## config.mk

```make
export PLATFORM = sky130hd
export DESIGN_NAME = ex_muldiv_unit
export DESIGN_NICKNAME = d
export VERILOG_FILES = /design/src/rtl/ex_muldiv_unit.sv
export SDC_FILE = /design/constraint.sdc
export NUM_CORES = 1
export LEC_CHECK = 0
export ABC_AREA = 1
export CAP_MARGIN = 20
export CORE_UTILIZATION = 45
export DETAILED_ROUTE_END_ITERATION = 16
export PLACE_DENSITY = 0.74
export SLEW_MARGIN = 40
export SYNTH_ARGS = -nofsm -noshare
export SYNTH_HDL_FRONTEND = slang
export SYNTH_SLANG_ARGS = --single-unit
```

## constraint.sdc

```tcl
create_clock -name clk -period 11.45 [get_ports clk]
set_input_delay 2.29 -clock clk [delete_from_list [all_inputs] [get_ports clk]]
set_output_delay 2.29 -clock clk [all_outputs]
set_load 0.005 [all_outputs]
```

## src/rtl/ex_muldiv_unit.sv

```systemverilog
// Iterative RV32M multiply/divide unit for the EX stage.
// Takes operands straight from ID/EX and stalls the front end while an
// M-extension op runs. Produces one registered result pulse per op.
// Multiply uses radix-2 shift-add on operand magnitudes. Divide uses
// radix-2 restoring division on operand magnitudes. Signs are fixed up
// on the final step.
module ex_muldiv_unit #(
  parameter logic [5:0] MULDIV_ID_BASE = 6'd37,
  parameter int         XLEN           = 32
) (
  input  logic            clk,
  input  logic            rst,
  input  logic [5:0]      instr_id_in,
  input  logic            rd_valid_in,
  input  logic [4:0]      rd_addr_in,
  input  logic [XLEN-1:0] rs1_value_in,
  input  logic [XLEN-1:0] rs2_value_in,
  input  logic            flush,
  output logic            stall_out,
  output logic            busy,
  output logic            result_valid,
  output logic [XLEN-1:0] result,
  output logic [4:0]      rd_addr_out
);

  localparam int CNT_W = $clog2(XLEN);
  localparam logic [CNT_W-1:0] CNT_LAST = CNT_W'(XLEN - 1);
  localparam logic [CNT_W-1:0] CNT_ONE  = CNT_W'(1);

  // Operation index = instr_id - MULDIV_ID_BASE
  localparam logic [2:0] OP_MUL    = 3'd0;
  localparam logic [2:0] OP_MULH   = 3'd1;
  localparam logic [2:0] OP_MULHSU = 3'd2;
  localparam logic [2:0] OP_MULHU  = 3'd3;
  localparam logic [2:0] OP_DIV    = 3'd4;
  localparam logic [2:0] OP_DIVU   = 3'd5;
  localparam logic [2:0] OP_REM    = 3'd6;

  typedef enum logic [1:0] {
    IDLE = 2'd0,
    CALC = 2'd1,
    DONE = 2'd2
  } state_t;

  state_t            state_reg;
  logic [CNT_W-1:0]  count_reg;
  logic [2:0]        op_reg;
  logic              neg_reg;
  logic [XLEN-1:0]   opa_reg;     // multiplicand or divisor magnitude
  logic [2*XLEN-1:0] acc_reg;     // mul: {partial hi, multiplier/product lo}; div: {remainder, dividend/quotient}
  logic [4:0]        rd_pend_reg;

  // Decode of the ID/EX instruction
  logic [6:0] id_off;
  logic       is_md;
  logic       start;
  logic [2:0] op_dec;

  // An out-of-range ID wraps to a large offset, so one compare covers both bounds
  assign id_off = {1'b0, instr_id_in} - {1'b0, MULDIV_ID_BASE};
  assign is_md  = (id_off < 7'd8);
  assign op_dec = id_off[2:0];
  assign start  = rd_valid_in & is_md & ~flush;

  logic            is_div;
  logic            is_rem;
  logic            rs1_signed;
  logic            rs2_signed;
  logic            s1;
  logic            s2;
  logic            div_zero;
  logic            div_ovf;
  logic            special;
  logic            neg_dec;
  logic [XLEN-1:0] abs1;
  logic [XLEN-1:0] abs2;
  logic [XLEN-1:0] special_val;

  // Operand magnitudes, result sign, and special-case detection for the start cycle
  always_comb begin
    is_div     = op_dec[2];
    is_rem     = op_dec[2] & op_dec[1];
    // MUL's low word does not depend on signedness, so it runs unsigned
    rs1_signed = (op_dec == OP_MULH) | (op_dec == OP_MULHSU) |
                 (op_dec == OP_DIV)  | (op_dec == OP_REM);
    rs2_signed = (op_dec == OP_MULH) | (op_dec == OP_DIV) | (op_dec == OP_REM);
    s1         = rs1_signed & rs1_value_in[XLEN-1];
    s2         = rs2_signed & rs2_value_in[XLEN-1];
    abs1       = s1 ? (~rs1_value_in + 1'b1) : rs1_value_in;
    abs2       = s2 ? (~rs2_value_in + 1'b1) : rs2_value_in;
    div_zero   = is_div & (rs2_value_in == '0);
    div_ovf    = is_div & rs1_signed &
                 (rs1_value_in == {1'b1, {(XLEN-1){1'b0}}}) & (rs2_value_in == '1);
    special    = div_zero | div_ovf;
    if (div_zero) begin
      special_val = is_rem ? rs1_value_in : '1;
    end else begin
      // Signed overflow: quotient is the dividend, remainder is zero
      special_val = is_rem ? '0 : rs1_value_in;
    end
    neg_dec    = is_rem ? s1 : (s1 ^ s2);
  end

  logic [XLEN:0]     mul_sum;
  logic [XLEN:0]     div_shift;
  logic [XLEN+1:0]   div_diff;
  logic [2*XLEN-1:0] acc_step;
  logic [2*XLEN-1:0] acc_neg;
  logic [XLEN-1:0]   quo;
  logic [XLEN-1:0]   rem;
  logic [XLEN-1:0]   calc_val;
  logic              unused_bits;

  // One radix-2 step and the sign-corrected result of that step
  always_comb begin
    mul_sum   = {1'b0, acc_reg[2*XLEN-1:XLEN]} +
                (acc_reg[0] ? {1'b0, opa_reg} : {(XLEN+1){1'b0}});
    div_shift = {acc_reg[2*XLEN-1:XLEN], acc_reg[XLEN-1]};
    div_diff  = {1'b0, div_shift} - {2'b00, opa_reg};
    if (op_reg[2]) begin
      if (div_diff[XLEN+1]) begin
        acc_step = {div_shift[XLEN-1:0], acc_reg[XLEN-2:0], 1'b0};
      end else begin
        acc_step = {div_diff[XLEN-1:0], acc_reg[XLEN-2:0], 1'b1};
      end
    end else begin
      acc_step = {mul_sum, acc_reg[XLEN-1:1]};
    end
    acc_neg = neg_reg ? (~acc_step + 1'b1) : acc_step;
    quo     = acc_step[XLEN-1:0];
    rem     = acc_step[2*XLEN-1:XLEN];
    case (op_reg)
      OP_MUL:                      calc_val = acc_step[XLEN-1:0];
      OP_MULH, OP_MULHSU, OP_MULHU: calc_val = acc_neg[2*XLEN-1:XLEN];
      OP_DIV, OP_DIVU:             calc_val = neg_reg ? (~quo + 1'b1) : quo;
      default:                     calc_val = neg_reg ? (~rem + 1'b1) : rem;
    endcase
  end

  // These bits are always zero or not needed for the selected result
  assign unused_bits = ^{div_diff[XLEN], acc_neg[XLEN-1:0]};

  // The start cycle and every CALC cycle hold the pipeline. A flush releases it at once.
  assign stall_out = ~rst & (((state_reg == IDLE) & start) |
                             ((state_reg == CALC) & ~flush));

  // Control FSM and iterative datapath with registered outputs
  always_ff @(posedge clk) begin
    if (rst) begin
      state_reg    <= IDLE;
      count_reg    <= '0;
      op_reg       <= '0;
      neg_reg      <= 1'b0;
      opa_reg      <= '0;
      acc_reg      <= '0;
      rd_pend_reg  <= '0;
      busy         <= 1'b0;
      result_valid <= 1'b0;
      result       <= '0;
      rd_addr_out  <= '0;
    end else begin
      case (state_reg)
        IDLE: begin
          result_valid <= 1'b0;
          if (start) begin
            op_reg      <= op_dec;
            neg_reg     <= neg_dec;
            rd_pend_reg <= rd_addr_in;
            if (special) begin
              state_reg    <= DONE;
              result_valid <= 1'b1;
              result       <= special_val;
              rd_addr_out  <= rd_addr_in;
            end else begin
              state_reg <= CALC;
              busy      <= 1'b1;
              count_reg <= CNT_LAST;
              if (is_div) begin
                opa_reg <= abs2;
                acc_reg <= {{XLEN{1'b0}}, abs1};
              end else begin
                opa_reg <= abs1;
                acc_reg <= {{XLEN{1'b0}}, abs2};
              end
            end
          end
        end
        CALC: begin
          if (flush) begin
            state_reg <= IDLE;
            busy      <= 1'b0;
          end else begin
            acc_reg <= acc_step;
            if (count_reg == '0) begin
              state_reg    <= DONE;
              busy         <= 1'b0;
              result_valid <= 1'b1;
              result       <= calc_val;
              rd_addr_out  <= rd_pend_reg;
            end else begin
              count_reg <= count_reg - CNT_ONE;
            end
          end
        end
        DONE: begin
          // Start is ignored here because the instruction in ID/EX is the one just finished
          state_reg    <= IDLE;
          result_valid <= 1'b0;
        end
        default: begin
          state_reg    <= IDLE;
          busy         <= 1'b0;
          result_valid <= 1'b0;
        end
      endcase
    end
  end

endmodule

```

# After elaboration in Yosys (flattened, before gate mapping)
# Cells that the tools add are included.
# W data, S select, Z words.
[totals] wordCells=134 inputBits=79 regBits=151
[classes] n_eq_ne=20 mux=49 bitwise=29 magnitude_cmp=1 n_addsub=9 reduce_logical=15
[op_table] cell="$mux W32" count=14
[op_table] cell="$mux W64" count=6
[op_table] cell="$add A32 B1 Y32 const B" count=4
[op_table] cell="$not A32 Y32" count=4
[op_table] cell="$pmux W64 S2" count=1
[op_table] cell="$pmux W32 S3" count=1
[op_table] cell="$add A64 B1 Y64 const B" count=1
[op_table] cell="$eq A32 B32 Y1 const B" count=2
[op_table] cell="$not A64 Y64" count=1
[op_table] cell="$pmux W32 S2" count=1
[op_table] cell="$mux W5" count=8
[op_table] cell="$sub A33 B32 Y34" count=1
[op_table] cell="$add A32 B32 Y33" count=1
[op_table] cell="$logic_not A32 Y1" count=1
[op_table] cell="$pmux W5 S2" count=2
[op_table] cell="$and A1 B1 Y1" count=12
[op_table] cell="$eq A3 B3 Y1 const B" count=4
[op_table] cell="$ne A2 B2 Y1 const B" count=5
[op_table] cell="$reduce_and A5 Y1" count=2
[op_table] cell="$eq A3 B2 Y1 const B" count=3
[op_table] cell="$mux W1" count=9
[op_table] cell="$mux W2" count=4
[op_table] cell="$reduce_and A4 Y1" count=2
[op_table] cell="$lt A7 B4 Y1 const B" count=1
[op_table] cell="other kinds (21)" count=33

# Longest topological paths before layout
[depth] ltp_word=12 depth_mapped=34 ltp_nobuf=34

# Worst setup path before layout
# Ideal clock, no wire load.
[synth_timing] kind="input -> output" startpoint="in instr_id_in[0]" endpoint="out stall_out" required_ns=9.160 arrival_time_ns=3.611 path_buffers=0 path_slack_ns=5.549 cell_stages=9 path_cell_list="inv_1 > ha_1 > or2_2 > xor2_1 > nor2_1 > o21ai_0 > nor2_1 > inv_1 > a21oi_1"
[synth_via] elab_chain_len=7
[synth_lines] element="start, declared" line_no="13" text="input logic [5:0] instr_id_in,"
[synth_lines] element="$sub A6 B6 Y7" line_no="60" text="assign id_off = {1'b0, instr_id_in} - {1'b0, MULDIV_ID_BASE};"
[synth_lines] element="$lt A7 B4 Y1" line_no="61" text="assign is_md = (id_off < 7'd8);"
[synth_lines] element="$and A1 B1 Y1 (2 in series)" line_no="63" text="assign start = rd_valid_in & is_md & ~flush;"
[synth_lines] element="$and A1 B1 Y1" line_no="144" text="assign stall_out = ~rst & (((state_reg == IDLE) & start) |"
[synth_lines] element="$or A1 B1 Y1" line_no="144"
[synth_lines] element="$and A1 B1 Y1" line_no="144"
[synth_lines] element="end, declared" line_no="19" text="output logic stall_out,"
# Every way passes these cells.

# Final worst setup path
[layout_timing] startpoint="in instr_id_in[0]" endpoint="out stall_out"
[layout_via] elab_chain_len=7
[layout_lines] element="$sub A6 B6 Y7" line_no="60"
[layout_lines] element="net id_off[0]" line_no="54" text="logic [6:0] id_off;"
[layout_lines] element="$lt A7 B4 Y1" line_no="61"
[layout_lines] element="$and A1 B1 Y1 (2 in series)" line_no="63"
[layout_lines] element="$and A1 B1 Y1" line_no="144"
[layout_lines] element="$or A1 B1 Y1" line_no="144"
[layout_lines] element="$and A1 B1 Y1" line_no="144"
# The timed path passes the listed nets, and every way through them passes these cells.

==> results.md <==
* Pwr Total at 0.00186 W
* Internal at 0.00107 W
* Arrival time at the worst endpoint at 5.37 ns
* Starting utilization of the core area at 46.0%
* Fin crit share at 66.9%
* Commonest non-fill, non-tap cell in the layout: nand2_1
* Status: complete, no violations
* First-pass GRT wire length at 116,000 um
* Ant. Diodes at 0
* Reg clk slew, reported paths at 0.07 ns
* Core ar. at 0.0401 sq mm
* Vias per inst at 5.70
* Library cells used by synthesis at 59
* Global Route Usage Sum at 36.6%
* Critical-path cell list: clkdlybuf4s50_1 -> inv_1 -> ha_1 -> or2_2 -> xor2_1 -> nor2_1 -> o21ai_0 -> nor2_1 -> inv_1 -> a21oi_1 -> clkdlybuf4s50_1
* DP HPWL at 61,000 um
* CP Launch Type: primary input
* WL per Instance at 20.2 um
* Clk_skew at 0.0183 ns
* Final Net Count at 3,425
* H-tree levels at 4
* Via count at 21,706
* Die area at 0.0418 sq mm
* Post-cts sizing count at 0
* Synth Cell Area at 0.0185 sq mm
* Cts hold-fix bufs at 0
* Largest net degree at the start of global routing at 81
* Root Buffer: clkbuf_16
* Actual slew at the worst max-slew pin at 0.882 ns
* Max-Cap Viols at 0
* Leakage at 9.80 nW
* Post-synthesis sequential area ratio at 16.4%
* Top-level I/O count at 119
* CTS tree: built
* Final slew viol count at 0
* Fmax achieved at 0.131 GHz
* CP max FO at 14
* Iter 0 DRT Violations at 2,399
* Slowest stage delay, CP at 0.55 ns
* Comb power frac at 38.4%
* Post-synth EDFFs at 0
* Area delta synth->final at 10.8%
* Clk sinks at 151
* Drt drc at 0
* Cts bufs inserted at 17
* Synthesized flop and latch total at 151
* Post-synth ARST share at 0%
* RePlAce Congestion at 1.03
* Hold Crit Class: register to register
* Critical Path RT at 9.16 ns
* Die Y at 205 um
* Max Root-Sink Buffers at 2
* Vias in the first global route at 19,517
* Placement Rows at 73
* IO Port Bufs at 118
* Max reg flops at 64
* RSZ-0062 raised after global routing: no
* Global route total overflow at 0
* Slew margin rel. at 41.2%
* TritonRoute pass-1 iters at 8
* Post-route setup TNS at 0 ns
* Synth Instances at 3,243
* Final min period at 7.66 ns
* Sw Pwr at 0.000787 W
* Initial antenna violation count at 0
* Power Density at 91.1 mW/mm^2
* Syn_area_per_cell at 5.69 sq um
* Clock power frac at 31.1%
* Routed Antenna Nets at 0
* Endpoints failing setup at 0
* Post-CTS Setup Repair Bufs at 0
* Die Span X at 205 um
* Clk_lat worst skew at 0.46 ns
* Seq pwr share at 30.4%
* Layout cells sized above 1 at 7.77%
* Final hold viol count at 0
* Drt total wl at 76,800 um
* Mapped Nets at 3,399
* Most frequent cells in the layout: 869 x nand2_1, 408 x inv_1, 307 x a21oi_1, 293 x nor2_1, 230 x o21ai_0
* Setup crit end kind: primary output
* Top_reg_cell synth: dfxtp_1
* Setup Crit Path Kind: primary input to primary output
* Critical path's slowest cell: clkdlybuf4s50_1
* YS warnings at 0
* Sw Ratio at 42.3%
* Peak VDD IR at 0.118 mV
-- worst paths after layout --
path	end	slack [ns]	cells past startpoint	start
setup reg to reg	result[2]	5.89	27	opa_reg[24]
hold / removal	result[19]	0.47	2	result[19]
hold reg to reg	result[19]	0.47	2	result[19]
setup / recovery	stall_out	3.79	11	instr_id_in[0]
-- critical path, delay by kind of cell --
kind                       cells  cell delay, ns
buffers and inverters          4            1.46
and+or+nand+nor                3            0.93
AOI/OAI and AO/OA              2            0.30
adders and majority gates      1            0.23
xor gates and xnor gates       1            0.15
-- per-layer routing --
metal,routed length (um),part of all wire (%),GRT usage (%)
met1,31800,41,47.8
met2,33400,44,56.9
met3,6470,8.4,4.90
met4,5090,6.6,22.6
met5,0,0,0
-- cell type report --
type	instances	area [sq um]
Clock inverter	13	133
Multi-Input combinational cell	2514	13200
Clock buffer	19	443
Fill cell	4291	19600
Inverter	447	1680
Timing Repair Buffer	138	1360
Tap cell	525	657
Sequential cell	151	3030
-- cell families after synthesis --
| family | synth area share (%) |
|---|---|
| AO/OA/AOI/OAI | 21.1 |
| XOR/XNOR | 4.75 |
| adder cells (fa/ha/maj) | 5.30 |
| buffers and inverters | 12.5 |
| flip-flops | 16.4 |
| AND/OR/NAND/NOR | 40.0 |
-- power by group through the flow --
| stage | Clock [W] | Combinational, W | Sequential, W |
|---|---|---|---|
| 3_5_place_dp | 0 | 0.000698 | 0.000577 |
| 4_1_cts | 0.000581 | 0.000701 | 0.000565 |
| 2_1_floorplan | 0 | 0.000502 | 0.000565 |
| 3_3_place_gp | 0 | 0.000696 | 0.000577 |
| 5_1_grt | 0.000599 | 0.000782 | 0.000567 |
| 6_report | 0.000580 | 0.000716 | 0.000566 |
-- cell usage after synthesis, drive strengths merged, types with 29 or more instances --
cell type	instances	area share [%]
nand2	906	19
o21ai	268	7.6
a21oi	322	9.1
inv	442	9.0
nand3	236	7.5
o211ai	39	1.6
nor2	337	7.9
dfxtp	151	16
clkbuf	88	1.8
xor2	72	3.4
ha	75	5.1
buf	43	1.6
a31oi	29	0.98
nand4	55	1.9
nor3	45	1.3
-- per-stage QoR --
step	hold slack, ns	std cells	util (%)	worst slack [ns]	instance area (sq um)
2_1_floorplan	0.444	3243	-	5.55	18500
3_3_place_gp	0.454	3774	49.5	3.82	19800
3_5_place_dp	0.458	3774	49.5	3.78	19800
4_1_cts	0.467	3806	50.9	3.75	20400
5_1_grt	0.482	3807	51.0	3.48	20500
6_report	0.465	3807	51.0	3.79	20500
No activity file was read; power rests on OpenSTA's default activity.
